===== src/rtl/uart_baud_controller_if.sv =====
// Request/status bundle between the baud controller and its host logic.
// master = host side (buttons, decoder status, raw RX), slave = controller.
interface uart_baud_controller_if;
    logic        i_Fast_Pulse;
    logic        i_Slow_Pulse;
    logic        i_Halve_Pulse;
    logic        i_Double_Pulse;
    logic        i_Autobaud_Pulse;
    logic        i_Rx_Busy;
    logic        i_UART_RX;
    logic [19:0] o_Period;
    logic        o_Period_Valid;
    logic        o_Busy;
    logic        o_Autobaud_Fail;

    modport master (
        output i_Fast_Pulse, i_Slow_Pulse, i_Halve_Pulse, i_Double_Pulse,
               i_Autobaud_Pulse, i_Rx_Busy, i_UART_RX,
        input  o_Period, o_Period_Valid, o_Busy, o_Autobaud_Fail
    );

    modport slave (
        input  i_Fast_Pulse, i_Slow_Pulse, i_Halve_Pulse, i_Double_Pulse,
               i_Autobaud_Pulse, i_Rx_Busy, i_UART_RX,
        output o_Period, o_Period_Valid, o_Busy, o_Autobaud_Fail
    );
endinterface


===== src/rtl/uart_baud_controller.sv =====
// Baud-period sequencer for the variable-rate UART receiver.
// Arbitrates preset/halve/double requests, defers the change until the
// decoder is between frames, then publishes a clamped clocks-per-bit value.
// Optional auto-baud measurement is built when UART_BAUD_CTRL_AUTOBAUD_EN
// is defined; otherwise i_Autobaud_Pulse/i_UART_RX are ignored.
module uart_baud_controller #(
    parameter int unsigned FAST_PERIOD = 217,
    parameter int unsigned SLOW_PERIOD = 2604,
    parameter int unsigned MIN_PERIOD  = 16,
    parameter int unsigned MAX_PERIOD  = 208333,
    parameter int unsigned ARM_TIMEOUT = 50000000
) (
    input logic                   i_Clk,
    input logic                   i_Reset,
    uart_baud_controller_if.slave bus
);
    localparam int unsigned PW = 20;
    localparam int unsigned DW = PW + 1;

    typedef enum logic [2:0] {
        IDLE       = 3'd0,
        WAIT_QUIET = 3'd1,
        APPLY      = 3'd2,
        ARM        = 3'd3,
        MEASURE    = 3'd4
    } state_t;

    state_t        state_q, state_d;
    logic [PW-1:0] period_q, period_d;
    logic [PW-1:0] pending_q, pending_d;
    logic          valid_q, valid_d;
    logic          busy_q, busy_d;
    logic          fail_q, fail_d;

    logic [PW-1:0] halve_val;
    logic [DW-1:0] double_raw;
    logic [PW-1:0] double_val;

`ifdef UART_BAUD_CTRL_AUTOBAUD_EN
    localparam int unsigned ARM_W = $clog2(ARM_TIMEOUT + 1);
    localparam int unsigned CNT_W = (ARM_W > DW) ? ARM_W : DW;

    logic             rx_meta_q, rx_sync_q, rx_prev_q;
    logic [CNT_W-1:0] cnt_q, cnt_d;
    logic             rx_fall;

    assign rx_fall = rx_prev_q & ~rx_sync_q;
`else
    logic unused_ok;
    assign unused_ok = &{1'b0, bus.i_Autobaud_Pulse, bus.i_UART_RX,
                         32'(ARM_TIMEOUT) == 32'd0};
`endif

    // Clamped candidates derived from the currently published period.
    assign halve_val  = ((period_q >> 1) < PW'(MIN_PERIOD)) ? PW'(MIN_PERIOD) : (period_q >> 1);
    assign double_raw = {period_q, 1'b0};
    assign double_val = (double_raw > DW'(MAX_PERIOD)) ? PW'(MAX_PERIOD) : double_raw[PW-1:0];

    // State, outputs, synchroniser and measurement counter registers.
    always_ff @(posedge i_Clk or posedge i_Reset) begin
        if (i_Reset) begin
            state_q   <= IDLE;
            period_q  <= PW'(FAST_PERIOD);
            pending_q <= PW'(FAST_PERIOD);
            valid_q   <= 1'b0;
            busy_q    <= 1'b0;
            fail_q    <= 1'b0;
`ifdef UART_BAUD_CTRL_AUTOBAUD_EN
            rx_meta_q <= 1'b1;
            rx_sync_q <= 1'b1;
            rx_prev_q <= 1'b1;
            cnt_q     <= '0;
`endif
        end else begin
            state_q   <= state_d;
            period_q  <= period_d;
            pending_q <= pending_d;
            valid_q   <= valid_d;
            busy_q    <= busy_d;
            fail_q    <= fail_d;
`ifdef UART_BAUD_CTRL_AUTOBAUD_EN
            rx_meta_q <= bus.i_UART_RX;
            rx_sync_q <= rx_meta_q;
            rx_prev_q <= rx_sync_q;
            cnt_q     <= cnt_d;
`endif
        end
    end

    // Next-state, arbitration and registered-output logic.
    always_comb begin
        state_d   = state_q;
        period_d  = period_q;
        pending_d = pending_q;
        valid_d   = 1'b0;
        fail_d    = 1'b0;
`ifdef UART_BAUD_CTRL_AUTOBAUD_EN
        cnt_d     = cnt_q;
`endif
        case (state_q)
            IDLE: begin
                if (bus.i_Fast_Pulse) begin
                    pending_d = PW'(FAST_PERIOD);
                    state_d   = WAIT_QUIET;
                end else if (bus.i_Slow_Pulse) begin
                    pending_d = PW'(SLOW_PERIOD);
                    state_d   = WAIT_QUIET;
                end else if (bus.i_Halve_Pulse) begin
                    pending_d = halve_val;
                    state_d   = WAIT_QUIET;
                end else if (bus.i_Double_Pulse) begin
                    pending_d = double_val;
                    state_d   = WAIT_QUIET;
                end
`ifdef UART_BAUD_CTRL_AUTOBAUD_EN
                else if (bus.i_Autobaud_Pulse) begin
                    cnt_d   = '0;
                    state_d = ARM;
                end
`endif
            end
            WAIT_QUIET: begin
                if (!bus.i_Rx_Busy) state_d = APPLY;
            end
            APPLY: begin
                period_d = pending_q;
                valid_d  = 1'b1;
                state_d  = IDLE;
            end
`ifdef UART_BAUD_CTRL_AUTOBAUD_EN
            ARM: begin
                if (rx_fall) begin
                    cnt_d   = '0;
                    state_d = MEASURE;
                end else if (cnt_q + CNT_W'(1) == CNT_W'(ARM_TIMEOUT)) begin
                    fail_d  = 1'b1;
                    state_d = IDLE;
                end else begin
                    cnt_d = cnt_q + CNT_W'(1);
                end
            end
            MEASURE: begin
                if (!rx_sync_q) begin
                    // Next increment would pass MAX_PERIOD: give up without waiting for RX.
                    if (cnt_q >= CNT_W'(MAX_PERIOD)) begin
                        fail_d  = 1'b1;
                        state_d = IDLE;
                    end else begin
                        cnt_d = cnt_q + CNT_W'(1);
                    end
                end else if (cnt_q >= CNT_W'(MIN_PERIOD) && cnt_q <= CNT_W'(MAX_PERIOD)) begin
                    pending_d = PW'(cnt_q);
                    state_d   = WAIT_QUIET;
                end else begin
                    fail_d  = 1'b1;
                    state_d = IDLE;
                end
            end
`endif
            default: state_d = IDLE;
        endcase
        busy_d = (state_d != IDLE);
    end

    assign bus.o_Period        = period_q;
    assign bus.o_Period_Valid  = valid_q;
    assign bus.o_Busy          = busy_q;
    assign bus.o_Autobaud_Fail = fail_q;
endmodule


===== src/flat_wrapper.sv =====
// flat-port wrapper written by rule: the top's interface ports become plain ports
module uart_baud_controller_flat 
#(
    parameter int unsigned FAST_PERIOD = 217,
    parameter int unsigned SLOW_PERIOD = 2604,
    parameter int unsigned MIN_PERIOD  = 16,
    parameter int unsigned MAX_PERIOD  = 208333,
    parameter int unsigned ARM_TIMEOUT = 50000000
)
  (i_Clk, i_Reset, bus_i_Fast_Pulse, bus_i_Slow_Pulse, bus_i_Halve_Pulse, bus_i_Double_Pulse, bus_i_Autobaud_Pulse, bus_i_Rx_Busy, bus_i_UART_RX, bus_o_Period, bus_o_Period_Valid, bus_o_Busy, bus_o_Autobaud_Fail);
  uart_baud_controller_if bus_i ();
  input logic i_Clk;
  input logic i_Reset;
  input wire logic [$bits(bus_i.i_Fast_Pulse)-1:0] bus_i_Fast_Pulse;
  input wire logic [$bits(bus_i.i_Slow_Pulse)-1:0] bus_i_Slow_Pulse;
  input wire logic [$bits(bus_i.i_Halve_Pulse)-1:0] bus_i_Halve_Pulse;
  input wire logic [$bits(bus_i.i_Double_Pulse)-1:0] bus_i_Double_Pulse;
  input wire logic [$bits(bus_i.i_Autobaud_Pulse)-1:0] bus_i_Autobaud_Pulse;
  input wire logic [$bits(bus_i.i_Rx_Busy)-1:0] bus_i_Rx_Busy;
  input wire logic [$bits(bus_i.i_UART_RX)-1:0] bus_i_UART_RX;
  output wire logic [$bits(bus_i.o_Period)-1:0] bus_o_Period;
  output wire logic [$bits(bus_i.o_Period_Valid)-1:0] bus_o_Period_Valid;
  output wire logic [$bits(bus_i.o_Busy)-1:0] bus_o_Busy;
  output wire logic [$bits(bus_i.o_Autobaud_Fail)-1:0] bus_o_Autobaud_Fail;
  assign bus_i.i_Fast_Pulse = bus_i_Fast_Pulse;
  assign bus_i.i_Slow_Pulse = bus_i_Slow_Pulse;
  assign bus_i.i_Halve_Pulse = bus_i_Halve_Pulse;
  assign bus_i.i_Double_Pulse = bus_i_Double_Pulse;
  assign bus_i.i_Autobaud_Pulse = bus_i_Autobaud_Pulse;
  assign bus_i.i_Rx_Busy = bus_i_Rx_Busy;
  assign bus_i.i_UART_RX = bus_i_UART_RX;
  assign bus_o_Period = bus_i.o_Period;
  assign bus_o_Period_Valid = bus_i.o_Period_Valid;
  assign bus_o_Busy = bus_i.o_Busy;
  assign bus_o_Autobaud_Fail = bus_i.o_Autobaud_Fail;
  uart_baud_controller #(.FAST_PERIOD(FAST_PERIOD), .SLOW_PERIOD(SLOW_PERIOD), .MIN_PERIOD(MIN_PERIOD), .MAX_PERIOD(MAX_PERIOD), .ARM_TIMEOUT(ARM_TIMEOUT)) u_core (.i_Clk(i_Clk), .i_Reset(i_Reset), .bus(bus_i));
endmodule

===== config.mk =====
export PLATFORM = sky130hd
export DESIGN_NAME = uart_baud_controller_flat
export DESIGN_NICKNAME = d
export VERILOG_FILES = /design/src/rtl/uart_baud_controller_if.sv /design/src/rtl/uart_baud_controller.sv /design/src/flat_wrapper.sv
export SDC_FILE = /design/constraint.sdc
export NUM_CORES = 1
export LEC_CHECK = 0
export CAP_MARGIN = 20
export CORE_MARGIN = 2
export CORE_UTILIZATION = 25
export DETAILED_ROUTE_END_ITERATION = 7
export PLACE_DENSITY = 0.49
export SLEW_MARGIN = 20
export SYNTH_ARGS = -nofsm -noshare
export SYNTH_HDL_FRONTEND = slang
export SYNTH_SLANG_ARGS = --single-unit

===== constraint.sdc =====
create_clock -name i_Clk -period 5 [get_ports i_Clk]
set_input_delay 0.5 -clock i_Clk [delete_from_list [all_inputs] [get_ports i_Clk]]
set_output_delay 0.5 -clock i_Clk [all_outputs]
set_load 0.005 [all_outputs]

Word-level counts from Yosys, hierarchy flattened
Cells that the tools add are included.
Cells by class
  $lt $le $gt $ge: 2
  eq/ne operators: 2
  multiplexer cells: 13
  reduce and logical (&&, ||, !) cells: 4
Operators with widths (number)
  $mux 20: 5
  $gt 21x18->1 const B: 1
  $lt 19x5->1 const B: 1
  $mux 19: 1
  $mux 3: 5
  $pmux 3 s2: 1
  $reduce_bool 4->1: 1
  $eq 3x1->1 const B: 1
  $eq 3x2->1 const B: 1
  $logic_not 3->1: 1
  $reduce_bool 3->1: 1
  $reduce_and 2->1: 1
  $mux 1: 1
Word-level totals
  word-level logic and storage cells: 26
  register bits: 45
  input bits: 9
  output and inout bits: 23

Longest topological paths before layout
Gate-level depths: netlist of run 1.
  depth in word-level cells: 6
  depth in mapped cells: 7
  gate-level depth less buffers: 5

Least setup slack after synthesis of run 1
No wires, ideal clock.
  path kind: in2reg
  start point: input bus_i_Halve_Pulse
  end point: register u_core.pending_q[11]
  required time: 4.867 ns
  setup slack: 3.215 ns
  stages: 5
  path buffers: 0
  arrival time: 1.652 ns
  library setup time: 0.133 ns
  cell sequence: or4_4 -> nor2_4 -> o21ai_4 -> a2111oi_0 -> nor2_1
Between the ends
  cells in the longest elaborated chain, start to end: 3
  elaborated cells between the ends (all ways): 5
  those cells by class: mux: 3; reduce/logical: 2
RTL lines
  from (decl): RTL line flat_wrapper.sv:16  | input wire logic [$bits(bus_i.i_Halve_Pulse)-1:0] bus_i_Halve_Pulse;
  $mux 20: RTL line uart_baud_controller.sv:108  | end else if (bus.i_Halve_Pulse) begin
  $mux 20: RTL line uart_baud_controller.sv:105  | end else if (bus.i_Slow_Pulse) begin
  $mux 20: RTL line uart_baud_controller.sv:102  | if (bus.i_Fast_Pulse) begin
  to (signal assigned): RTL line uart_baud_controller.sv:64  | pending_q <= PW'(FAST_PERIOD);
  to (signal assigned): RTL line uart_baud_controller.sv:77  | pending_q <= pending_d;
  to (decl): RTL line uart_baud_controller.sv:30  | logic [PW-1:0] pending_q, pending_d;
Several ways; a longest one is shown, not always the timed one.
A chain may end at the register's enable or synchronous reset.

Worst setup path in the final report of run 1
  start point: input bus_i_Fast_Pulse
  end point: register u_core.pending_q[10]
Between the ends
  cells in the longest elaborated chain, start to end: 2
  elaborated cells between the ends (all ways): 3
  those cells by class: mux: 1; reduce/logical: 2
RTL lines
  from (decl): RTL line flat_wrapper.sv:14  | input wire logic [$bits(bus_i.i_Fast_Pulse)-1:0] bus_i_Fast_Pulse;
  $reduce_bool 4->1 (no line)
  $reduce_and 2->1 (no line)
Several ways; a longest one is shown, not always the timed one.

==> flow_metrics.env, run 1 <==
export IMPL_status="finished clean"
export IMPL_path_max_fanout=14
export IMPL_ctsHtreeMaxLevel=2
export IMPL_cts_tree="done"
export IMPL_crit_type="input pin to register"
export IMPL_reg2reg_slack_ns=2.50
export IMPL_die_w_um=94.3
export IMPL_synthDistinctLibCells=42
export IMPL_antenna_left=0
export IMPL_post_drt_wl_per_cell_um=15.5
export IMPL_grt_max_degree=46
export IMPL_grt_use_met3_pct=2.57
export IMPL_ys_warn_count=0
export IMPL_synth_area_um2=2040
export IMPL_grt_usage_pct=11.9
export IMPL_clk_latency_ns=0.29
export IMPL_layout_common_cells="dfrtp_1 (35), clkdlybuf4s50_1 (28), mux2_2 (20)"
export IMPL_slowest_stage="nor2_1"
export IMPL_root_buffer="clkbuf_8"
export IMPL_maxCapViolCount=0
export IMPL_antenna_found_initial=0
export IMPL_grt_overflow=0
export IMPL_port_buffers=28
export IMPL_max_freq_mhz=378
export IMPL_cp_slowest_stage_delay_ns=0.58
export IMPL_hp_start="u_core.pending_q[10]"
export IMPL_post_route_drc_count=0
export IMPL_worst_r2r_cell_count=5
export IMPL_layout_setup_ws_ns=2.35
export IMPL_gp_congestion=0.803
export IMPL_setup_viol_count_final=0
export IMPL_antenna_cells=0
export IMPL_synth_edf_count=0
export IMPL_hold_path_depth=2
export IMPL_hold_end="u_core.pending_q[10]"
export IMPL_first_pass_iters=4
export IMPL_period_share_pct=52.9
export IMPL_grt_use_met2_pct=16.3
export IMPL_rows=32
export IMPL_vdd_ir_drop_worst_v=0.000140
export IMPL_syn_to_final_growth_pct=24.2
export IMPL_cts_setup_buffers=0
export IMPL_cts_resized=0
export IMPL_top_level_ports=32
export IMPL_path_cells="clkdlybuf4s50_1 > nor4_1 > nand2_1 > nor2_1 > o221ai_1 > nand2_1"
export IMPL_final_common_cell="dfrtp_1"
export IMPL_clock_path_buffers=2
export IMPL_crit_top_cell="nand2_1"
export IMPL_crit_required_ns=5.23
export IMPL_start_util_pct=26.1
export IMPL_period_needed_ns=2.65
export IMPL_grt_pass1_wl_um=8220
export IMPL_async_flop_share_pct=100
export IMPL_cts_sinks=45
export IMPL_multi_input_area_um2=855
export IMPL_hold_class="register to register"
export IMPL_final_fill_count=817
export IMPL_r2r_end="u_core.pending_q[10]"
export IMPL_maxSlewHeadroom_pct=40.1
export IMPL_post_place_ws_ns=2.09
export IMPL_grt_use_met1_pct=18.5
export IMPL_dp_cells=304
export IMPL_vias_per_cell=4.90
export IMPL_fin_setup_tns_ns=0
export IMPL_num_vias=1528
export IMPL_numCtsBuffers=5
export IMPL_synthFlopType="dfrtp_1"
export IMPL_avgSynthCellArea_um2=11.5
export IMPL_rsz0062_at_grt="no"
export IMPL_grt_pass1_vias=1505
export IMPL_drv_slew=0
export IMPL_cts_hold_buf=0
export IMPL_worstMarginPinSlew_ns=0.894
export IMPL_power_leakage_nw=1.09
export IMPL_synthCells=178
export IMPL_cp_arrival_ns=2.88
export IMPL_die_h_um=94.3
export IMPL_pwr_density_cell_nw_per_um2=377
export IMPL_path_clk_slew_ns=0.09
export IMPL_dieArea_um2=8890
export IMPL_crit_path_end_kind="register"
export IMPL_hold_viol=0
export IMPL_dp_final_hpwl_um=3340
export IMPL_fin_util_pct=32.4
export IMPL_p_total_mw=0.953
export IMPL_synth_seq_cells=45
export IMPL_fin_cells=312
export IMPL_ys_seq_area_share_pct=55.9
export IMPL_grt_busiest_layer="met1"
export IMPL_startpoint_type="input pin"
export IMPL_routed_wl_um=4850
export IMPL_layout_nets=218
export IMPL_ff_latch_area_um2=1140
export IMPL_rr_startpoint="u_core.state_q[2]"
export IMPL_finClkSkew_ns=0.0103
export IMPL_drive_above_1_share_pct=21.9
export IMPL_core_um2=7810
export IMPL_drt_iter0_markers=133
==> how the worst max path moves through the flow <==
stage | endpoint | from | slack [ns] | depth (start not counted)
after global placement | u_core.pending_q[10] | bus_i_Slow_Pulse | 2.09 | 6
after CTS | u_core.pending_q[10] | bus_i_Fast_Pulse | 2.43 | 6
after global routing | u_core.pending_q[10] | bus_i_Fast_Pulse | 1.96 | 6
after detailed placement | u_core.pending_q[10] | bus_i_Slow_Pulse | 2.09 | 6
final | u_core.pending_q[10] | bus_i_Fast_Pulse | 2.35 | 6
after floorplan | u_core.pending_q[11] | bus_i_Halve_Pulse | 3.21 | 5
==> layout make-up <==
class	count	area share (%)
flip-flops and latches	45	45.0
multi-input cells	122	33.8
well taps	102	5.04
inverters	5	0.741
repair buffers	30	11.7
clock buffers	6	3.26
clock inverters	2	0.544
==> cell usage after synthesis, types with 2 or more instances <==
master / number / area [um^2]
and2_1: 2 / 12.5
a21o_1: 2 / 15.0
nor4_1: 4 / 25.0
a21oi_1: 9 / 45.0
o31ai_1: 2 / 15.0
nand3_1: 6 / 30.0
nand4_1: 2 / 12.5
a22oi_1: 4 / 30.0
clkbuf_1: 2 / 7.51
a221o_1: 2 / 20.0
dfrtp_1: 35 / 876
mux2_2: 20 / 225
nor2_1: 14 / 52.6
nor3_1: 5 / 25.0
o221ai_1: 5 / 43.8
or3_1: 2 / 12.5
o22ai_1: 4 / 25.0
dfstp_2: 10 / 263
inv_1: 5 / 18.8
buf_2: 4 / 20.0
o21a_1: 5 / 37.5
nand2_1: 14 / 52.6
==> worst max-delay path: cells and delay by family <==
kind | cells | cell delay (ns)
AOI/OAI and AO/OA | 1 | 0.24
and+or+nand+nor | 4 | 1.66
buffers and inverters | 1 | 0.47
==> where the power goes <==
part           total (mW)  internal (mW)  switching [mW]
combinational       0.208          0.122          0.0861
sequential          0.508          0.441          0.0675
clock               0.237          0.112           0.125
total               0.953          0.674           0.279
==> through the flow <==
step	cell area [um^2]	hold WS (ns)
finish	2530	0.470
global route	2530	0.499
detailed placement	2430	0.454
floorplan	2040	0.433
global placement	2430	0.450
CTS	2530	0.475
==> cells by family (layout without fill, tap and decap cells) <==
kind of cell / count (synthesis) / count (layout) / share of synthesized area (%)
DFF: 45 / 45 / 55.9
other: 1 / 2 / 0.184
buffers and inverters: 12 / 43 / 2.64
and+or+nand+nor: 56 / 56 / 13.8
AOI/OAI and AO/OA: 44 / 44 / 16.5
muxes: 20 / 20 / 11.0
==> metal layers <==
metal  part of all wire (%)  vias to the layer above
met1                     50                      751
li1                       -                      724
met2                     43                       51
met5                      0                        -
met4                   0.47                        0
met3                    6.0                        2
==> flip-flops by register name (all words and copies together), names as in the netlist <==
signal,cells
u_core.bus.o_Period,20
u_core.pending_q,20
u_core.bus.o_Period_Valid,1
u_core.state_q,3
u_core.bus.o_Busy,1
Power figures use the tool's default switching activity.
==> run 2: changes to the inputs <==
PLACE_DENSITY = 0.51   (was 0.49)
clock period = 2.3 ns   (was 5 ns; I/O delays follow)
==> run 2 against run 1 <==
  * Flip-flop and latch count stayed put
  * First-iteration DRC count is 41% lower
  * Routed wire length is 2.1% lower
  * Critical path depth down 1
  * Setup slack lost 2.0 ns
  * Clock skew increased by 0.00077 ns
  * Hold slack got worse by 0.11 ns
  * Register-to-register slack got worse by 2.2 ns
  * Global-route usage shrank 0.43 points
  * Count of clock-buffer cells in the layout unchanged
  * Core utilization increased by 0.67 points
  * Critical endpoint unchanged
==> flow_metrics.env, run 2 (synthesized netlist as in run 1, its figures left out) <==
export IMPL_fin_hold_ws_ns=0.364
export IMPL_top_level_ports=32
export IMPL_dp_final_hpwl_um=3460
export IMPL_rows=32
export IMPL_die_h_um=94.3
export IMPL_finClkSkew_ns=0.0111
export IMPL_grt_usage_pct=11.5
export IMPL_drv_slew=0
export IMPL_first_pass_iters=4
export IMPL_drt_iter0_markers=79
export IMPL_root_buffer="clkbuf_8"
export IMPL_core_um2=7810
export IMPL_period_share_pct=86.1
export IMPL_clk_latency_ns=0.30
export IMPL_cp_arrival_ns=2.21
export IMPL_crit_family="simple AND/OR/NAND/NOR gates"
export IMPL_hold_viol=0
export IMPL_antenna_found_initial=0
export IMPL_crit_buf_inv=0
export IMPL_cts_tree="done"
export IMPL_grt_overflow=0
export IMPL_cts_hold_buf=0
export IMPL_slowest_stage="nor2_1"
export IMPL_start_util_pct=26.1
export IMPL_antenna_cells=0
export IMPL_worst_r2r_cell_count=5
export IMPL_gp_congestion=0.854
export IMPL_post_route_drc_count=0
export IMPL_layout_common_cells="dfrtp_1 (35), clkdlybuf4s50_1 (28), mux2_2 (20)"
export IMPL_path_max_fanout=7
export IMPL_worstMarginPinSlew_ns=0.543
export IMPL_cp_slowest_stage_delay_ns=0.48
export IMPL_cts_sinks=45
export IMPL_clock_path_buffers=2
export IMPL_post_drt_wl_per_cell_um=14.9
export IMPL_fin_setup_tns_ns=0
export IMPL_crit_top_cell="nand2_1"
export IMPL_grt_max_degree=46
export IMPL_dieArea_um2=8890
export IMPL_period_needed_ns=1.98
export IMPL_syn_to_final_growth_pct=26.8
export IMPL_power_leakage_nw=1.12
export IMPL_setup_viol_count_final=0
export IMPL_maxSlewHeadroom_pct=63.8
export IMPL_vdd_ir_drop_worst_v=0.000302
export IMPL_pwr_density_cell_nw_per_um2=802
export IMPL_cts_setup_buffers=0
export IMPL_grt_pass1_vias=1571
export IMPL_die_w_um=94.3
export IMPL_routed_wl_um=4740
export IMPL_cts_resized=0
export IMPL_drive_above_1_share_pct=24.4
export IMPL_path_clk_slew_ns=0.09
export IMPL_crit_path_end_kind="register"
export IMPL_rsz0062_at_grt="no"
export IMPL_numCtsBuffers=5
export IMPL_status="finished clean"
export IMPL_antenna_left=0
export IMPL_crit_type="register to register"
export IMPL_grt_pass1_wl_um=7790
export IMPL_layout_nets=225
export IMPL_worst_path_stages=5
export IMPL_max_freq_mhz=505
export IMPL_ctsHtreeMaxLevel=2
export IMPL_path_cells="nor4_1 > nand2_1 > nor2_1 > o221ai_1 > nand2_1"
export IMPL_maxCapViolCount=0
export IMPL_num_vias=1522
export IMPL_final_common_cell="dfrtp_1"
export IMPL_hold_class="input pin to asynchronous set/reset pin"
export IMPL_startpoint_type="register"
export IMPL_crit_required_ns=2.53
export IMPL_vias_per_cell=4.77
export IMPL_port_buffers=28
run 2: cell type report:
class	instances	area, um^2
Fill cell	810	5220
Sequential cell	45	1140
Multi-Input combinational cell	122	855
Timing Repair Buffer	37	348
Tap cell	102	128
Clock buffer	6	82.6
Inverter	5	18.8
Clock inverter	2	13.8
run 2: path summary, 6_finish.rpt:
path / startpoint / to / slack [ns]
worst max register to register: u_core.state_q[2] / u_core.pending_q[10] / 0.32
min in group i_Clk: u_core.pending_q[10] / u_core.pending_q[10] / 0.46
worst min register to register: u_core.pending_q[10] / u_core.pending_q[10] / 0.46
worst max-delay path: u_core.state_q[2] / u_core.pending_q[10] / 0.32
max in group asynchronous: i_Reset / u_core.pending_q[6] / 1.54
worst min-delay path: i_Reset / u_core.bus.o_Busy / 0.36
run 2: through the flow:
| stage | std cells | total power, mW | cell area [um^2] | setup slack [ns] | util [%] |
|---|---|---|---|---|---|
| 4_1_cts | 319 | 2.10 | 2580 | 0.308 | 33.1 |
| 5_1_grt | 319 | 2.19 | 2580 | 0.153 | 33.1 |
| 6_report | 319 | 2.07 | 2580 | 0.320 | 33.1 |
| 3_5_place_dp | 311 | 1.58 | 2490 | 0.122 | 31.9 |
| 2_1_floorplan | 179 | 1.32 | 2040 | 0.535 | - |
| 3_3_place_gp | 311 | 1.58 | 2490 | 0.142 | 31.9 |
run 2: metal layers:
metal  vias up  track usage (%)  wire (um)
li1        739                -          -
met2        46             17.9       2160
met4         0             5.07         94
met3        11             2.97        287
met5         -                0          0
met1       726             15.0       2200
run 2: power breakdown:
| part | switching (mW) | leakage [nW] | total [mW] | internal [mW] |
|---|---|---|---|---|
| Combinational | 0.183 | 0.490 | 0.456 | 0.273 |
| Clock | 0.265 | 0.0512 | 0.509 | 0.243 |
| Sequential | 0.148 | 0.579 | 1.11 | 0.958 |
| Total | 0.597 | 1.12 | 2.07 | 1.47 |
run 2: worst reg2reg max path: cells and delay by family, from the launching register on:
kind	cells	cell delay [ns]
simple gates	4	1.25
flops	1	0.43
compound gates	1	0.24
==> run 3: changes to the inputs <==
ABC_CLOCK_PERIOD_IN_PS = 2300   (was default)
==> results of run 3 <==
Final layout, timing and power as in run 2 (identical DEF).
